### src/rtl/ps2_message_buffer.sv
// PS/2 set-2 scan-code decoder and fixed-length message buffer. Echoes keystrokes to
// the LCD and hands committed messages to the GPIO transmitter over valid/ready.
module ps2_message_buffer #(
    parameter int         MSG_CHARS = 16,
    parameter logic [7:0] FILL_CHAR = 8'h20,
    parameter int         CNT_W     = 5
) (
    input  logic                   clock,
    input  logic                   reset,
    input  logic                   key_valid,
    input  logic [7:0]             key_code,
    input  logic                   msg_ready,
    output logic                   msg_valid,
    output logic [MSG_CHARS*8-1:0] msg_data,
    output logic                   char_valid,
    output logic [7:0]             char_ascii,
    output logic [CNT_W-1:0]       char_count,
    output logic                   overflow
);

    typedef enum logic {COLLECT, SEND} state_t;
    typedef enum logic [1:0] {K_NONE, K_PRINT, K_BS, K_ENTER} kind_t;

    localparam logic [7:0]       CODE_BREAK = 8'hF0;
    localparam logic [7:0]       CODE_EXT   = 8'hE0;
    localparam logic [CNT_W-1:0] CNT_MAX    = CNT_W'(MSG_CHARS);

    state_t           state_q, state_d;
    logic             break_q, break_d;
    logic             ext_q, ext_d;
    logic             shift_q, shift_d;
    logic [CNT_W-1:0] count_q, count_d;
    logic [7:0]       buf_q [MSG_CHARS];
    logic [7:0]       buf_d [MSG_CHARS];
    logic             char_valid_q, char_valid_d;
    logic [7:0]       char_ascii_q, char_ascii_d;
    logic             overflow_q, overflow_d;

    // Lowercase ASCII for a letter make code, 0 when the code is not a letter.
    function automatic logic [7:0] letter_of(input logic [7:0] c);
        case (c)
            8'h1C: return 8'h61;  8'h32: return 8'h62;  8'h21: return 8'h63;
            8'h23: return 8'h64;  8'h24: return 8'h65;  8'h2B: return 8'h66;
            8'h34: return 8'h67;  8'h33: return 8'h68;  8'h43: return 8'h69;
            8'h3B: return 8'h6A;  8'h42: return 8'h6B;  8'h4B: return 8'h6C;
            8'h3A: return 8'h6D;  8'h31: return 8'h6E;  8'h44: return 8'h6F;
            8'h4D: return 8'h70;  8'h15: return 8'h71;  8'h2D: return 8'h72;
            8'h1B: return 8'h73;  8'h2C: return 8'h74;  8'h3C: return 8'h75;
            8'h2A: return 8'h76;  8'h1D: return 8'h77;  8'h22: return 8'h78;
            8'h35: return 8'h79;  8'h1A: return 8'h7A;
            default: return 8'h00;
        endcase
    endfunction

    function automatic logic [7:0] digit_of(input logic [7:0] c);
        case (c)
            8'h45: return 8'h30;  8'h16: return 8'h31;  8'h1E: return 8'h32;
            8'h26: return 8'h33;  8'h25: return 8'h34;  8'h2E: return 8'h35;
            8'h36: return 8'h36;  8'h3D: return 8'h37;  8'h3E: return 8'h38;
            8'h46: return 8'h39;
            default: return 8'h00;
        endcase
    endfunction

    kind_t      kind;
    logic [7:0] key_ascii;
    logic [7:0] letter;
    logic [7:0] digit;
    logic       is_shift;
    logic       handshake;

    always_comb begin
        letter    = letter_of(key_code);
        digit     = digit_of(key_code);
        kind      = K_NONE;
        key_ascii = 8'h00;
        if (letter != 8'h00) begin
            kind      = K_PRINT;
            key_ascii = shift_q ? (letter - 8'd32) : letter;
        end else if (digit != 8'h00) begin
            kind      = K_PRINT;
            key_ascii = digit;
        end else if (key_code == 8'h29) begin
            kind      = K_PRINT;
            key_ascii = 8'h20;
        end else if (key_code == 8'h66) begin
            kind = K_BS;
        end else if (key_code == 8'h5A) begin
            kind = K_ENTER;
        end
    end

    assign is_shift  = (key_code == 8'h12) || (key_code == 8'h59);
    assign handshake = (state_q == SEND) && msg_ready;

    always_comb begin
        // NOTE: every _d starts from its hold value so no path through this block infers a latch.
        state_d      = state_q;
        break_d      = break_q;
        ext_d        = ext_q;
        shift_d      = shift_q;
        count_d      = count_q;
        buf_d        = buf_q;
        char_valid_d = 1'b0;
        char_ascii_d = char_ascii_q;
        overflow_d   = 1'b0;

        if (key_valid) begin
            if (key_code == CODE_BREAK) begin
                break_d = 1'b1;
            end else if (key_code == CODE_EXT) begin
                ext_d = 1'b1;
            end else begin
                break_d = 1'b0;
                ext_d   = 1'b0;
                if (!ext_q) begin
                    if (is_shift) begin
                        shift_d = !break_q;
                    end else if (!break_q && state_q == COLLECT) begin
                        case (kind)
                            K_PRINT: begin
                                if (count_q < CNT_MAX) begin
                                    for (int i = 0; i < MSG_CHARS; i++)
                                        if (count_q == CNT_W'(i)) buf_d[i] = key_ascii;
                                    count_d      = count_q + 1'b1;
                                    char_valid_d = 1'b1;
                                    char_ascii_d = key_ascii;
                                end else begin
                                    overflow_d = 1'b1;
                                end
                            end
                            K_BS: begin
                                if (count_q != '0) begin
                                    for (int i = 0; i < MSG_CHARS; i++)
                                        if (count_q == CNT_W'(i + 1)) buf_d[i] = FILL_CHAR;
                                    count_d      = count_q - 1'b1;
                                    char_valid_d = 1'b1;
                                    char_ascii_d = 8'd127;
                                end
                            end
                            K_ENTER: begin
                                if (count_q != '0) state_d = SEND;
                            end
                            default: ;
                        endcase
                    end
                end
            end
        end

        // Completing the handshake wins over any buffer edit on the same cycle.
        if (handshake) begin
            state_d = COLLECT;
            count_d = '0;
            for (int i = 0; i < MSG_CHARS; i++) buf_d[i] = FILL_CHAR;
        end
    end

    // NOTE: sequential state uses non-blocking assignments so every flop samples pre-edge values.
    always_ff @(posedge clock or posedge reset) begin
        if (reset) begin
            state_q      <= COLLECT;
            break_q      <= 1'b0;
            ext_q        <= 1'b0;
            shift_q      <= 1'b0;
            count_q      <= '0;
            char_valid_q <= 1'b0;
            char_ascii_q <= 8'h00;
            overflow_q   <= 1'b0;
            // NOTE: the buffer is reset because msg_data is visible during COLLECT.
            for (int i = 0; i < MSG_CHARS; i++) buf_q[i] <= FILL_CHAR;
        end else begin
            state_q      <= state_d;
            break_q      <= break_d;
            ext_q        <= ext_d;
            shift_q      <= shift_d;
            count_q      <= count_d;
            char_valid_q <= char_valid_d;
            char_ascii_q <= char_ascii_d;
            overflow_q   <= overflow_d;
            buf_q        <= buf_d;
        end
    end

    for (genvar g = 0; g < MSG_CHARS; g++) begin : g_slot
        assign msg_data[(MSG_CHARS-g)*8-1 -: 8] = buf_q[g];
    end

    assign msg_valid  = (state_q == SEND);
    assign char_valid = char_valid_q;
    assign char_ascii = char_ascii_q;
    assign char_count = count_q;
    assign overflow   = overflow_q;

endmodule

### config.mk
export PLATFORM = sky130hd
export DESIGN_NAME = ps2_message_buffer
export DESIGN_NICKNAME = d
export VERILOG_FILES = /design/src/rtl/ps2_message_buffer.sv
export SDC_FILE = /design/constraint.sdc
export NUM_CORES = 1
export LEC_CHECK = 0
export BUFFER_PORTS_ARGS = -buffer_cell sky130_fd_sc_hd__buf_4
export CORE_UTILIZATION = 45
export CTS_BUF_LIST = sky130_fd_sc_hd__clkbuf_8
export DETAILED_ROUTE_END_ITERATION = 12
export MAX_ROUTING_LAYER = met4
export PLACE_DENSITY = 0.68
export SYNTH_ARGS = -nofsm -noshare
export SYNTH_HDL_FRONTEND = slang
export SYNTH_SLANG_ARGS = --single-unit
### constraint.sdc
create_clock -name clock -period 14.1 [get_ports clock]
set_clock_uncertainty 0.2 [all_clocks]
set_input_delay 1.41 -clock clock [delete_from_list [all_inputs] [get_ports clock]]
set_output_delay 1.41 -clock clock [all_outputs]
set_load 0.05 [all_outputs]
==> metrics.csv <==
metric,value,unit
setup bufs post-CTS,0,
post_cts resized,0,
I/O Buffers,155,
critical path type,input port to flip-flop,
Worst-Margin Slew,1.125,ns
Main synth FF type,dfrtp_1,
Slew HR,0.2500,
Core ar.,0.01526,mm2
worst-path cell chain,"buf_4, inv_1, ha_1, or3b_2, a21oi_1, o221ai_1, and4b_1, nand4_4, nor3_1, ha_1, inv_1, o21ai_1, nand2b_1, nor2_1, a31oi_1, nor2_1, a22o_1",
cts bufs inserted,17,
fraction of the mapped netlist area in adder cells,0.03183,
sum of negative setup slack,0,ns
Yosys warning count,0,
Hold WC Path Type,flip-flop to flip-flop,
PD cells,244.2,mW/mm2
Post-Synth Simple-Gate Area,0.1517,
"EDFF count, synth",0,
Total GRT Usage,0.2720,
Syn Area/Cell,10.27,um2
# diodes,0,
Horiz. Die Dim,127.4,um
Final Hold Viols,0,
Root Buffer,clkbuf_8,
pin count of the biggest net entering global routing,78,
CP endpoint kind,flip-flop,
Initial DRC Count,388,
Syn Inst Count,689,
Final Util,0.5675,
Overflow after GRT,0,
Worst Path Buf+Inv,3,
die height,127.4,um
leakage dissipation,4.165,nW
hpwl dp,14360,um
RSZ-0062 raised after global routing,no,
critical path's largest stage delay,0.62,ns
"Setup violations, final",0,
area fraction in compound gates after synthesis,0.2235,
Worst Setup EP,msg_data[99],
Vias/cell,5.775,
WL/cell,19.90,um
Slowest cell on crit path,nor2_1,
worst-path maximum fanout,24,
Netlist cell types,72,
Final ANT Viol Nets,0,
# clock sinks,147,
CTS H-tree lvls,4,
Reg-to-Reg Start,char_count[0],
min Tclk post-route,6.494,ns
Crit path depth,17,
multiplexer area fraction after synthesis,0.01662,
maximum VDD drop,0.0001099,V
R2R cell count,9,
CP top delay family,simple AND/OR/NAND/NOR gates,
Final GP Congestion,0.8681,
vias in the first global route,5814,
critical path startpoint,key_code[1],
Top Ports,156,
Worst setup SP type,input port,
Seq cells post-synth,147,
Tcrit/Tclk final,0.4606,
reg2reg setup slack,10.24,ns
maxcap violations,0,
xor/xnor share of the synthesized area,0.007427,
DR pass1 iterations,5,
r2r endpoint,msg_data[99],
Routed WL,20660,um
initial antenna violation count,0,
global-route wire length before repair,32510,um
Total Nets Final,844,
CTS hold repair buffers,0,
Pins Over Slew Limit,0,
sequential fraction of the synthesis area,0.5227,
post-route setup slack,7.606,ns
Max Root-Sink Buffers,2,
vias,5994,
layout cells sized above 1,0.2757,
largest family of logic cells by synthesized area,compound AO/OA/AOI/OAI gates,
syn nets,719,
Max Freq,154.0,MHz
clock slew at reported path FFs,0.08,ns
DRC,0,
Syn-to-layout area delta,22.39,%
CTS tree,built,
crit path DAT,6.68,ns
Filler cells,1319,
status,finished clean,
"Clk Latency, worst-skew pair",0.46,ns
Starting Density,0.4637,
ys async rst share,1.000,
Cells on Worst Hold Path,2,
die area,0.01623,mm2
row count,45,
Required @ worst endpoint,14.29,ns
Placement Setup Slack,7.217,ns
synthesized cell area,0.007076,mm2
==> cell usage after synthesis (4+ instances only) <==
master,instances,share of area
o221ai_1,5,0.0062
inv_1,19,0.010
nor2_1,44,0.023
a22o_1,64,0.079
o31ai_1,4,0.0042
nor3_1,4,0.0028
clkbuf_1,17,0.0090
or2_2,4,0.0035
nand2b_1,10,0.0088
buf_2,29,0.021
o21ai_0,76,0.054
dfstp_2,16,0.059
a21oi_1,32,0.023
nand3b_1,6,0.0064
nand4_1,16,0.014
ha_1,18,0.032
xnor2_1,5,0.0062
nand2_1,85,0.045
mux2i_1,8,0.011
nor2b_1,9,0.0080
o22a_1,5,0.0062
nand3_1,9,0.0064
dfrtp_1,131,0.46
==> worst min-delay path, stage by stage (launching register included) <==
cell and delay, ns:
dfrtp_1 0.35, nand2_1 0.05, o21ai_0 0.06
==> cell families (layout without fill, tap and decap cells) <==
group,Yosys count,count (layout)
buf+inv,70,208
fa+ha+maj,18,18
compound gates,224,224
simple gates,213,213
xor+xnor,6,6
flops,147,147
mux,11,11
==> worst min-delay path by stage <==
stage | startpoint | endpoint
floorplan | break_q | shift_q
global placement | msg_data[63] | msg_data[63]
detailed placement | msg_data[71] | msg_data[71]
CTS | msg_data[54] | msg_data[54]
global route | msg_data[77] | msg_data[77]
finish | msg_data[71] | msg_data[71]
==> layout make-up <==
class / count / area (um2) / area share
multi-input cells: 472 / 3050 / 0.3523
clock inverters: 12 / 116.4 / 0.01344
well taps: 211 / 264.0 / 0.03049
clock buffers: 20 / 275.3 / 0.03179
repair buffers: 157 / 1179 / 0.1361
inverters: 19 / 76.32 / 0.008814
flip-flops and latches: 147 / 3699 / 0.4271
==> cell usage in the layout, fill, tap and decap left out, types with 4 or more instances in the layout <==
| cell | n |
|---|---|
| buf_4 | 157 |
| dfrtp_1 | 131 |
| nand2_1 | 85 |
| o21ai_0 | 76 |
| a22o_1 | 64 |
| nor2_1 | 44 |
| a21oi_1 | 32 |
| inv_1 | 22 |
| clkbuf_8 | 20 |
| ha_1 | 18 |
| nand4_1 | 16 |
| dfstp_2 | 16 |
| nand2b_1 | 10 |
| nand3_1 | 9 |
| nor2b_1 | 9 |
| mux2i_1 | 8 |
| nand3b_1 | 6 |
| o221ai_1 | 5 |
| o22a_1 | 5 |
| xnor2_1 | 5 |
| or2_2 | 4 |
| o31ai_1 | 4 |
| nor3_1 | 4 |
==> metal layers <==
layer,wire length [um],vias up,track usage,share of wire
li1,-,2753,-,-
met1,9668,2988,0.3789,0.47
met2,9620,229,0.4102,0.47
met3,1059,24,0.04816,0.051
met4,308,0,0.07423,0.015
met5,0,-,-,0
==> metrics by stage <==
step                area (um2)  instances  hold WS, ns  total power, mW
floorplan                 7076        689       0.2509            1.442
global placement          8268       1006       0.2655            1.776
detailed placement        8268       1006       0.2755            1.790
CTS                       8660       1038       0.2920            2.117
global route              8660       1038       0.3114            2.204
finish                    8660       1038       0.2884            2.115
==> power breakdown <==
part	switching [mW]	internal [mW]	total, mW
combinational	0.775	0.310	1.08
sequential	0.115	0.585	0.700
clock	0.162	0.168	0.330
total	1.05	1.06	2.11
==> state kept, by name, summed over array words and instances, names as in the netlist <==
register / cells
msg_valid: 1
char_valid: 1
char_count: 5
shift_q: 1
msg_data: 128
char_ascii: 8
break_q: 1
ext_q: 1
overflow: 1
Power figures use the tool's default switching activity.
